File: src/rtl/inst_fetch_unit.sv
// RV32I instruction-fetch stage: PC, I-cache req/ack, one-entry skid buffer, redirect/kill.
// Optional FETCH_PERF_CNT_EN adds perf_fetch_cnt / perf_kill_cnt outputs.
module inst_fetch_unit #(
  parameter logic [31:0] RESET_PC = 32'h0000_0000,
  parameter logic [31:0] NOP_INST = 32'h0000_0013
) (
  input  logic        clk,
  input  logic        rst_n,
  output logic        icache_req,
  output logic [31:0] icache_addr,
  input  logic        icache_ack,
  input  logic [31:0] icache_rdata,
  input  logic        stall_d,
  input  logic        redirect,
  input  logic [31:0] redirect_pc,
  output logic        if_valid,
  output logic [31:0] if_inst,
  output logic [31:0] if_pc
`ifdef FETCH_PERF_CNT_EN
  ,
  output logic [31:0] perf_fetch_cnt,
  output logic [31:0] perf_kill_cnt
`endif
);

  typedef enum logic [1:0] {S_REQ, S_FULL, S_KILL} state_e;

  state_e      state_q, state_d;
  logic        req_q, req_d;
  logic        valid_q, valid_d;
  logic [31:0] pc_q, pc_d;
  logic [31:0] req_addr_q, req_addr_d;
  logic [31:0] inst_q, inst_d;
  logic [31:0] ipc_q, ipc_d;
  logic [31:0] buf_inst_q, buf_inst_d;
  logic [31:0] buf_pc_q, buf_pc_d;
  logic        ack_v;
  logic [31:0] redirect_target;
  logic [1:0]  unused_rpc_lo;

  // An ack only counts against a request we actually have outstanding.
  assign ack_v           = icache_ack & req_q;
  assign redirect_target = {redirect_pc[31:2], 2'b00};
  assign unused_rpc_lo   = redirect_pc[1:0];

  always_ff @(posedge clk or negedge rst_n) begin
    if (!rst_n) state_q <= S_REQ;
    else        state_q <= state_d;
  end

  // A redirect kills the in-flight transaction only if one is outstanding and not ending now.
  always_comb begin
    state_d = state_q;
    if (redirect) begin
      state_d = (state_q != S_FULL && req_q && !ack_v) ? S_KILL : S_REQ;
    end else begin
      case (state_q)
        S_REQ:   if (ack_v && valid_q && stall_d) state_d = S_FULL;
        S_FULL:  if (!stall_d) state_d = S_REQ;
        S_KILL:  if (ack_v) state_d = S_REQ;
        default: state_d = S_REQ;
      endcase
    end
  end

  always_comb begin
    pc_d       = pc_q;
    valid_d    = valid_q;
    inst_d     = inst_q;
    ipc_d      = ipc_q;
    buf_inst_d = buf_inst_q;
    buf_pc_d   = buf_pc_q;
    req_addr_d = req_addr_q;
    req_d      = (state_d != S_FULL);
    if (redirect) begin
      pc_d    = redirect_target;
      valid_d = 1'b0;
      inst_d  = NOP_INST;
    end else begin
      if (!stall_d) begin
        valid_d = 1'b0;
        inst_d  = NOP_INST;
      end
      case (state_q)
        S_REQ: begin
          if (ack_v) begin
            pc_d = pc_q + 32'd4;
            if (!valid_q || !stall_d) begin
              valid_d = 1'b1;
              inst_d  = icache_rdata;
              ipc_d   = req_addr_q;
            end else begin
              buf_inst_d = icache_rdata;
              buf_pc_d   = req_addr_q;
            end
          end
        end
        S_FULL: begin
          if (!stall_d) begin
            valid_d = 1'b1;
            inst_d  = buf_inst_q;
            ipc_d   = buf_pc_q;
          end
        end
        default: ;
      endcase
    end
    // New request address is latched only when a fresh transaction begins.
    if (req_d && (!req_q || ack_v)) req_addr_d = pc_d;
  end

  always_ff @(posedge clk or negedge rst_n) begin
    if (!rst_n) begin
      pc_q       <= RESET_PC;
      req_q      <= 1'b0;
      req_addr_q <= '0;
      valid_q    <= 1'b0;
      inst_q     <= NOP_INST;
      ipc_q      <= '0;
      buf_inst_q <= NOP_INST;
      buf_pc_q   <= '0;
    end else begin
      pc_q       <= pc_d;
      req_q      <= req_d;
      req_addr_q <= req_addr_d;
      valid_q    <= valid_d;
      inst_q     <= inst_d;
      ipc_q      <= ipc_d;
      buf_inst_q <= buf_inst_d;
      buf_pc_q   <= buf_pc_d;
    end
  end

  assign icache_req  = req_q;
  assign icache_addr = req_addr_q;
  assign if_valid    = valid_q;
  assign if_inst     = inst_q;
  assign if_pc       = ipc_q;

`ifdef FETCH_PERF_CNT_EN
  logic [31:0] fetch_cnt_q, fetch_cnt_d;
  logic [31:0] kill_cnt_q, kill_cnt_d;

  always_comb begin
    fetch_cnt_d = fetch_cnt_q;
    kill_cnt_d  = kill_cnt_q;
    if (ack_v && !redirect && state_q == S_REQ) fetch_cnt_d = fetch_cnt_q + 32'd1;
    if (ack_v && (redirect || state_q == S_KILL)) kill_cnt_d = kill_cnt_q + 32'd1;
  end

  always_ff @(posedge clk or negedge rst_n) begin
    if (!rst_n) begin
      fetch_cnt_q <= '0;
      kill_cnt_q  <= '0;
    end else begin
      fetch_cnt_q <= fetch_cnt_d;
      kill_cnt_q  <= kill_cnt_d;
    end
  end

  assign perf_fetch_cnt = fetch_cnt_q;
  assign perf_kill_cnt  = kill_cnt_q;
`endif

endmodule

File: config.mk
export PLATFORM = sky130hd
export DESIGN_NAME = inst_fetch_unit
export DESIGN_NICKNAME = d
export VERILOG_FILES = /design/src/rtl/inst_fetch_unit.sv
export SDC_FILE = /design/constraint.sdc
export NUM_CORES = 1
export LEC_CHECK = 0
export ABC_CLOCK_PERIOD_IN_PS = 5100
export BUFFER_PORTS_ARGS = -buffer_cell sky130_fd_sc_hd__buf_4
export CORE_ASPECT_RATIO = 0.6
export CORE_MARGIN = 4
export CORE_UTILIZATION = 56
export CTS_CLUSTER_SIZE = 14
export DETAILED_ROUTE_END_ITERATION = 16
export HOLD_SLACK_MARGIN = 0.1
export PLACE_DENSITY = 0.81
export RECOVER_POWER = 50
export SKIP_LAST_GASP = 1
export SLEW_MARGIN = 20
export SYNTH_ARGS = -nofsm -noshare
export SYNTH_HDL_FRONTEND = slang
export SYNTH_SLANG_ARGS = --single-unit
File: constraint.sdc
create_clock -name clk -period 5.1 [get_ports clk]
set_clock_uncertainty 0.05 [all_clocks]
set_input_delay 0.255 -clock clk [delete_from_list [all_inputs] [get_ports clk]]
set_output_delay 0.255 -clock clk [all_outputs]
set_load 0.01 [all_outputs]
After elaboration in Yosys (flattened, before gate mapping)
Cells that the tools add are included.
- output and inout port bits: 98
- word-level logic and storage cells: 60
- register bits after elaboration: 196
- bits of input ports: 69
- add/subtract/negate cells: 1
- equal/unequal tests: 7
- muxes and demuxes: 25
- reductions and logical operators: 15
- bitwise operators: 3
- operators by type and width (cell ; number):
    32-bit 2-to-1 mux ; 11
    32-bit case mux with 2 select lines ; 2
    32-bit by 3-bit adder with 32-bit output, second input constant ; 1
    2-bit 2-to-1 mux ; 5
    2-bit inequality test, second input constant ; 3
    2-bit case mux with 3 select lines ; 1
    1-bit logical AND ; 5
    1-bit 2-to-1 mux ; 5
    5-bit AND reduction ; 1
    1-bit zero test ; 4
    2-bit by 1-bit inequality test with 1-bit output, second input constant ; 2
    4-bit AND reduction ; 1
    2-bit by 1-bit equality test with 1-bit output, second input constant ; 1
    2-bit equality test, second input constant ; 1
    2-bit zero test ; 1
    1-bit logical OR ; 2
    1-bit NOT ; 2
    1-bit case mux with 2 select lines ; 1
    2-bit nonzero test ; 1
    1-bit AND ; 1

Logic depth before layout (Yosys ltp)
Gate-level depths: netlist of the first run.
- depth after elaboration: 8
- gate-level depth with buffers: 8
- mapped depth without buffers: 6

Least setup slack after synthesis of the first run
Ideal clock, no wire load.
- kind: register to register
- from: register state_q[0]
- to: register req_addr_q[22] (netlist: icache_addr[22])
- data required time: 4.925 ns
- data arrival time: 1.892 ns
- buffers on the path: 2
- cell stages (with the launch flop): 8
- clock period less this slack: 2.067 ns
- library setup time: 0.125 ns
- path slack: 3.033 ns
- cell sequence: dfrtp_1 > buf_6 > and4bb_1 > buf_6 > nand4_4 > o311a_1 > a221o_1 > mux2_2
- elaborated cells between the ends (all ways): 16
- classes of those cells: 4 x eq/ne; 8 x mux; 4 x reduce/logical
- RTL lines (element ; line ; RTL):
    start: declaration ; 28 ; state_e state_q, state_d;
    start signal: assignment ; 48 ; else state_q <= state_d;
    2-bit zero test ; 84 ; case (state_q)
    32-bit 2-to-1 mux ; 84 ;
    32-bit 2-to-1 mux ; 75 ; if (redirect) begin
    named net pc_d[22] ; 31 ; logic [31:0] pc_q, pc_d;
    end signal: assignment ; 125 ; req_addr_q <= req_addr_d;
    end: declaration ; 32 ; logic [31:0] req_addr_q, req_addr_d;
The timed path passes the listed nets, and every way through them passes these cells.
A chain may end at the register's enable or synchronous reset.

==> results of run 1 <==
## worst max-delay path, delay by kind of cell
family,cells,cell delay (ns)
buffers and inverters,3,3.23
## cell type report
class / count / area share (%)
tap: 198 / 2.29
timing repair buffer: 236 / 14.5
antenna: 1 / 0.0232
clock inverter: 13 / 1.27
clock buffer: 19 / 4.10
inverter: 8 / 0.278
sequential: 196 / 45.5
multi-input combinational: 505 / 32.1
## worst min-delay path by stage
stage / start / end / slack, ns / cells after the start
finish: redirect_pc[3] / pc_q[3] / 0.12 / 3
global route: redirect_pc[3] / pc_q[3] / 0.12 / 3
global placement: rst_n / if_pc[17] / 0.34 / 1
floorplan: rst_n / buf_inst_q[10] / -0.09 / 0
CTS: redirect_pc[3] / pc_q[3] / 0.10 / 3
detailed placement: rst_n / if_pc[16] / 0.35 / 1
## power groups by stage
stage                     clock network [W]  registers, W  logic (W)
after CTS                           0.00133       0.00198   0.000732
after detailed placement                  0       0.00200   0.000690
after global routing                0.00140       0.00201   0.000716
after global placement                    0       0.00199   0.000666
final                               0.00131       0.00198   0.000646
after floorplan                           0       0.00201   0.000322
## metal layers
layer,GRT usage [%],up-vias
li1,-,3140
met5,0,-
met4,7.70,0
met1,38.2,3335
met3,5.20,33
met2,38.5,246
## registers in the layout (all words and copies together), names as in the netlist
name         cells
buf_inst_q      32
buf_pc_q        32
icache_addr     32
icache_req       1
if_inst         32
if_pc           32
if_valid         1
pc_q            32
state_q          2
## through the flow
stage / hold slack, ns / utilization (%) / total power, W / cell area (um2)
after floorplan: -0.0906 / - / 0.00233 / 8580
after global placement: 0.339 / 67.5 / 0.00266 / 9960
after detailed placement: 0.348 / 67.5 / 0.00270 / 9960
after CTS: 0.102 / 75.6 / 0.00404 / 11200
after global routing: 0.118 / 73.1 / 0.00413 / 10800
final: 0.118 / 73.2 / 0.00394 / 10800
## cell families (layout without fill, tap and decap cells)
family | after synthesis | after routing | synth area share, %
and+or+nand+nor | 202 | 202 | 11.2
DFF | 196 | 196 | 57.2
AOI/OAI and AO/OA | 165 | 165 | 11.8
muxes | 116 | 116 | 14.7
buffers and inverters | 56 | 276 | 2.79
xor gates and xnor gates | 21 | 21 | 2.14
adders and majority gates | 1 | 1 | 0.146
other | 0 | 1 | 0
## cell usage after synthesis, types with 10 or more instances
cell / n / area [um2]
o21ai_0: 81 / 405
nand3_1: 16 / 80.1
nand4_1: 13 / 81.3
clkbuf_1: 33 / 124
mux2i_1: 33 / 330
dfrtp_1: 190 / 4750
nor2_1: 32 / 120
nor4_1: 10 / 62.6
nand2_1: 96 / 360
xnor2_1: 20 / 175
buf_2: 11 / 55.1
a22oi_1: 36 / 270
mux2_2: 83 / 935
a21oi_1: 20 / 100
==> results.sh, run 1 <==
export IMPL_startpoint="rst_n"
export IMPL_drt_drc_violations_left=0
export IMPL_final_common_cell="dfrtp_1"
export IMPL_report_final_slew_viol_count=98
export IMPL_syn_num_nets=827
export IMPL_crit_chain="dlygate4sd3_1 > clkbuf_2 > clkbuf_2"
export IMPL_worst_pin_slew_ns=2.41
export IMPL_slew_headroom_pct=-60.8
export IMPL_dr_first_iter_drc_count=491
export IMPL_topRoutingLayerUsed="met4"
export IMPL_root_buffer="clkbuf_16"
export IMPL_cts_sinks=196
export IMPL_cap_violations=1
export IMPL_crit_path_end_kind="async pin"
export IMPL_wl_met2_mm=9.83
export IMPL_io_buffers=164
export IMPL_tns_ns=0
export IMPL_wl_met1_mm=10.3
export IMPL_overflow=0
export IMPL_syn_area_per_cell_um2=11.3
export IMPL_cts_resized=0
export IMPL_timing_rr_start="state_q[1]"
export IMPL_ant_nets=0
export IMPL_dieArea_um2=17400
export IMPL_timing_final_crit_share_pct=63.9
export IMPL_comb_power_share_pct=16.4
export IMPL_antenna_found_initial=0
export IMPL_grt_pass1_vias=6903
export IMPL_cpPeakStageDelay_ns=1.68
export IMPL_final_nets=1034
export IMPL_power_density_nw_per_um2=364
export IMPL_p_clk_share_pct=33.3
export IMPL_first_pass_iters=6
export IMPL_insertion_delay_ns=0.43
export IMPL_cpMostUsedCell="clkbuf_2"
export IMPL_die_h_um=104
export IMPL_worst_slack_ns=1.84
export IMPL_die_w_um=168
export IMPL_multi_input_area_um2=3460
export IMPL_path_max_fanout=97
export IMPL_syn_inst=757
export IMPL_final_hold_violation_count=0
export IMPL_synthDistinctLibCells=45
export IMPL_critPathKind="in -> async"
export IMPL_cts_buffers=17
export IMPL_p_sw_w=0.00116
export IMPL_core_um2=14800
export IMPL_ctsLongestPathBuffers=2
export IMPL_yosysSeqAreaShare_pct=57.2
export IMPL_area_growth_synth_to_final_pct=25.9
export IMPL_max_freq_mhz=307
export IMPL_viasPerCell=5.74
export IMPL_num_vias=6754
export IMPL_p_leak_nw=4.64
export IMPL_fin_crit_ns=3.26
export IMPL_critPathRequiredTime_ns=5.45
export IMPL_async_flop_share_pct=100
export IMPL_pwr_share_seq_pct=50.3
export IMPL_ir_worst_vdd_mv=0.253
export IMPL_p_int_w=0.00278
export IMPL_swShare_pct=29.4
export IMPL_grt_pass1_wl_mm=36.3
export IMPL_cts_tree="done"
export IMPL_route_met3_wl_mm=1.48
export IMPL_final_cells=1176
export IMPL_ys_seq_elements=196
export IMPL_initial_core_util_pct=58.1
export IMPL_postCtsHoldBufs=62
export IMPL_hold_class="in -> reg"
export IMPL_cts_max_level=4
export IMPL_most_common_layout_cells="dfrtp_1 (190), nand2_1 (96), clkbuf_1 (96)"
export IMPL_outcome="finished, violations left"
export IMPL_fillers=1091
export IMPL_ys_flop_type="dfrtp_1"
export IMPL_hpwlAfterDp_mm=14.1
export IMPL_dpl_worst_slack_ns=2.32
export IMPL_cts_setup_buffers=0
export IMPL_cp_slowest_cell="clkbuf_2"
export IMPL_reg2reg_depth=5
export IMPL_grtUsageTotal_pct=25.7
export IMPL_clk_pin_slew_worst_paths_ns=0.07
export IMPL_wirelength_mm=21.9
export IMPL_rsz0062_at_grt="no"
export IMPL_startpoint_type="primary input"
export IMPL_setup_worst_path_end="pc_q[23]"
export IMPL_detail_route_wl_per_cell_um=18.6
export IMPL_r2r_end="icache_addr[29]"
export IMPL_setup_viol=0
export IMPL_grt_max_degree=98
export IMPL_regArea_um2=4910
export IMPL_synth_edff_count=0
export IMPL_drive_above_1_share_pct=21.0
export IMPL_io_pins=167
export IMPL_violations="capacitance limit, slew limit"
export IMPL_dp_cells=1081
export IMPL_r2r_slack_ns=2.33
export IMPL_yosys_warnings=0
export IMPL_synth_area_um2=8580
export IMPL_num_rows=34
export IMPL_arrival_ns=3.60
export IMPL_place_gp_congestion=0.852
(Power assumes the default switching activity.)
==> inputs of run 2 (changes only) <==
--- a/config.mk
+++ b/config.mk
@@ -5,15 +5,16 @@
 export SDC_FILE = /design/constraint.sdc
 export NUM_CORES = 1
 export LEC_CHECK = 0
-export ABC_CLOCK_PERIOD_IN_PS = 5100
+export ABC_AREA = 1
+export ABC_CLOCK_PERIOD_IN_PS = 2700
 export BUFFER_PORTS_ARGS = -buffer_cell sky130_fd_sc_hd__buf_4
 export CORE_ASPECT_RATIO = 0.6
 export CORE_MARGIN = 4
-export CORE_UTILIZATION = 56
+export CORE_UTILIZATION = 51
 export CTS_CLUSTER_SIZE = 14
 export DETAILED_ROUTE_END_ITERATION = 16
 export HOLD_SLACK_MARGIN = 0.1
-export PLACE_DENSITY = 0.81
+export PLACE_DENSITY = 0.77
 export RECOVER_POWER = 50
 export SKIP_LAST_GASP = 1
 export SLEW_MARGIN = 20
==> constraint.sdc (replaced) <==
create_clock -name clk -period 2.7 [get_ports clk]
set_clock_uncertainty 0.05 [all_clocks]
set_input_delay 0.135 -clock clk [delete_from_list [all_inputs] [get_ports clk]]
set_output_delay 0.135 -clock clk [all_outputs]
set_load 0.01 [all_outputs]
==> run 2 against run 1 <==
Compared with the run above: the run now ends clean; sequential cell count is the same; register-to-register slack lost 1.7 ns; clock power grew 95%; worst setup slack lost 1.3 ns; non-clock buffer count grew 12.
==> results.sh, run 2 <==
export IMPL_num_vias=8240
export IMPL_cts_buffers=17
export IMPL_detail_route_wl_per_cell_um=17.1
export IMPL_fin_crit_ns=2.11
export IMPL_ctsLongestPathBuffers=2
export IMPL_cts_setup_buffers=0
export IMPL_core_um2=17500
export IMPL_root_buffer="clkbuf_16"
export IMPL_cts_sinks=196
export IMPL_yosys_top_cells_count="nand2_1 (276), dfrtp_1 (190), inv_1 (90)"
export IMPL_synthDistinctLibCells=44
export IMPL_most_common_layout_cells="nand2_1 (275), dfrtp_1 (190), buf_4 (100)"
export IMPL_whs_ns=0.117
export IMPL_yosysTopAreaCell="dfrtp_1"
export IMPL_slew_headroom_pct=23.1
export IMPL_drive_above_1_share_pct=15.6
export IMPL_antenna_found_initial=0
export IMPL_arrival_ns=2.42
export IMPL_io_pins=167
export IMPL_path_max_fanout=33
export IMPL_fillers=1468
export IMPL_drt_drc_violations_left=0
export IMPL_synth_edff_count=0
export IMPL_syn_num_nets=1143
export IMPL_die_h_um=112
export IMPL_outcome="finished clean"
export IMPL_synthXorXnorAreaFrac_pct=0.284
export IMPL_synthSimpleGateAreaFrac_pct=24.2
export IMPL_hpwlAfterDp_mm=17.3
export IMPL_critPathKind="reg -> reg"
export IMPL_hold_class="in -> reg"
export IMPL_area_growth_synth_to_final_pct=25.6
export IMPL_timing_rr_start="state_q[1]"
export IMPL_yosys_warnings=0
export IMPL_die_w_um=182
export IMPL_startpoint_type="register"
export IMPL_synthAdderAreaFrac_pct=0.135
export IMPL_synth_compound_area_share_pct=12.7
export IMPL_syn_area_per_cell_um2=8.62
export IMPL_grt_pass1_wl_mm=42.4
export IMPL_ys_seq_elements=196
export IMPL_setup_viol=0
export IMPL_yosysSeqAreaShare_pct=53.1
export IMPL_cts_tree="done"
export IMPL_final_util_pct=66.5
export IMPL_yosys_top_cells_area="dfrtp_1 (51%), nand2_1 (11%), nand3_1 (4.7%)"
export IMPL_dr_first_iter_drc_count=917
export IMPL_synth_area_um2=9250
export IMPL_grt_max_degree=111
export IMPL_ys_flop_type="dfrtp_1"
export IMPL_p_leak_nw=5.48
export IMPL_holdPathStages=2
export IMPL_insertion_delay_ns=0.42
export IMPL_r2r_slack_ns=0.59
export IMPL_final_hold_violation_count=0
export IMPL_ant_nets=0
export IMPL_cts_max_level=4
export IMPL_cts_resized=0
export IMPL_io_buffers=164
export IMPL_hold_path_startpoint="redirect"
export IMPL_initial_core_util_pct=53.0
export IMPL_grtUsageTotal_pct=25.8
export IMPL_postCtsHoldBufs=66
export IMPL_ir_worst_vdd_mv=0.498
export IMPL_power_density_nw_per_um2=691
export IMPL_startpoint="state_q[1]"
export IMPL_final_nets=1351
export IMPL_async_flop_share_pct=100
export IMPL_critPathRequiredTime_ns=3.01
export IMPL_wirelength_mm=26.2
export IMPL_synth_top_family_by_area="simple AND/OR/NAND/NOR gates"
export IMPL_reg2reg_depth=11
export IMPL_cap_violations=0
export IMPL_first_pass_iters=5
export IMPL_worst_pin_slew_ns=1.15
export IMPL_overflow=0
export IMPL_num_rows=37
export IMPL_setup_worst_path_end="icache_addr[22]"
export IMPL_synth_area_mux_share_pct=2.19
export IMPL_tns_ns=0
export IMPL_syn_inst=1073
export IMPL_clk_pin_slew_worst_paths_ns=0.08
export IMPL_place_gp_congestion=0.928
export IMPL_r2r_end="icache_addr[22]"
export IMPL_synth_top_area_share_pct=51.4
export IMPL_rsz0062_at_grt="no"
export IMPL_synth_most_common_cell="nand2_1"
export IMPL_crit_path_end_kind="register"
export IMPL_grt_pass1_vias=7912
export IMPL_report_final_slew_viol_count=0
export IMPL_final_common_cell="nand2_1"
export IMPL_dieArea_um2=20400
export IMPL_max_freq_mhz=474
export IMPL_timing_final_crit_share_pct=78.1
export IMPL_viasPerCell=5.39
export IMPL_antennaDiodeCount=0
run 2: cell count changes after synthesis, moves of 10 or more:
cell     before  now
nor4_1       10    0
inv_1         8   90
nor2_1       32   82
mux2_2       83   10
a21oi_1      20   10
a31oi_1       3   34
a32o_1        0   27
a22oi_1      36    0
o21ai_1       0   19
xnor2_1      20    1
or2_2         3   17
nand3_1      16   87
nand2_1      96  276
mux2i_1      33    0
run 2: per-stage QoR:
stage,std cells,instance area (um2),power [W],setup WS (ns)
global route,1528,11600,0.00846,0.408
CTS,1528,11900,0.00822,0.592
detailed placement,1430,10700,0.00559,0.622
global placement,1430,10700,0.00550,0.650
finish,1528,11600,0.00802,0.591
floorplan,1073,9250,0.00476,1.10
run 2: layer usage:
metal | track usage (%) | wire length [um]
met5 | 0 | 0
met4 | 6.10 | 314
met3 | 3.59 | 1720
met2 | 38.6 | 11600
met1 | 40.0 | 12600
run 2: how the worst min path moves through the flow:
stage	to	slack, ns
after floorplan	buf_inst_q[10]	-0.21
after global placement	if_pc[23]	0.16
after detailed placement	if_pc[28]	0.16
after CTS	pc_q[27]	0.11
after global routing	if_inst[31]	0.12
final	if_inst[31]	0.12
run 2: cells by family (layout without fill, tap and decap cells):
| logic type | after synthesis | after routing |
|---|---|---|
| AOI/OAI and AO/OA | 190 | 190 |
| xor gates and xnor gates | 3 | 3 |
| adders and majority gates | 1 | 1 |
| buffers and inverters | 159 | 380 |
| DFF | 196 | 196 |
| muxes | 18 | 18 |
| and+or+nand+nor | 506 | 506 |
run 2: cell type report:
type	count	area, um2	share of cell area, %
sequential	196	4910	42.3
multi-input combinational	718	3660	31.5
timing repair buffer	248	1780	15.3
clock buffer	18	429	3.70
inverter	100	375	3.23
tap	234	293	2.52
clock inverter	14	160	1.38
run 2: worst max-delay path: stages, from the launching register on:
cell      delay (ns)
dfrtp_1         0.60
inv_2           0.10
nand2_4         0.14
nor2_8          0.06
nand2_4         0.09
nand2_4         0.05
inv_2           0.08
nand2_4         0.05
inv_2           0.25
buf_12          0.25
nand3b_1        0.20
nand2_1         0.11
run 2: power breakdown:
group          total (W)  internal [W]  switching [W]  leakage, nW
Clock            0.00256       0.00133        0.00124        0.280
Combinational    0.00154      0.000655       0.000889         2.79
Sequential       0.00392       0.00352       0.000402         2.42
Total            0.00802       0.00550        0.00253         5.48
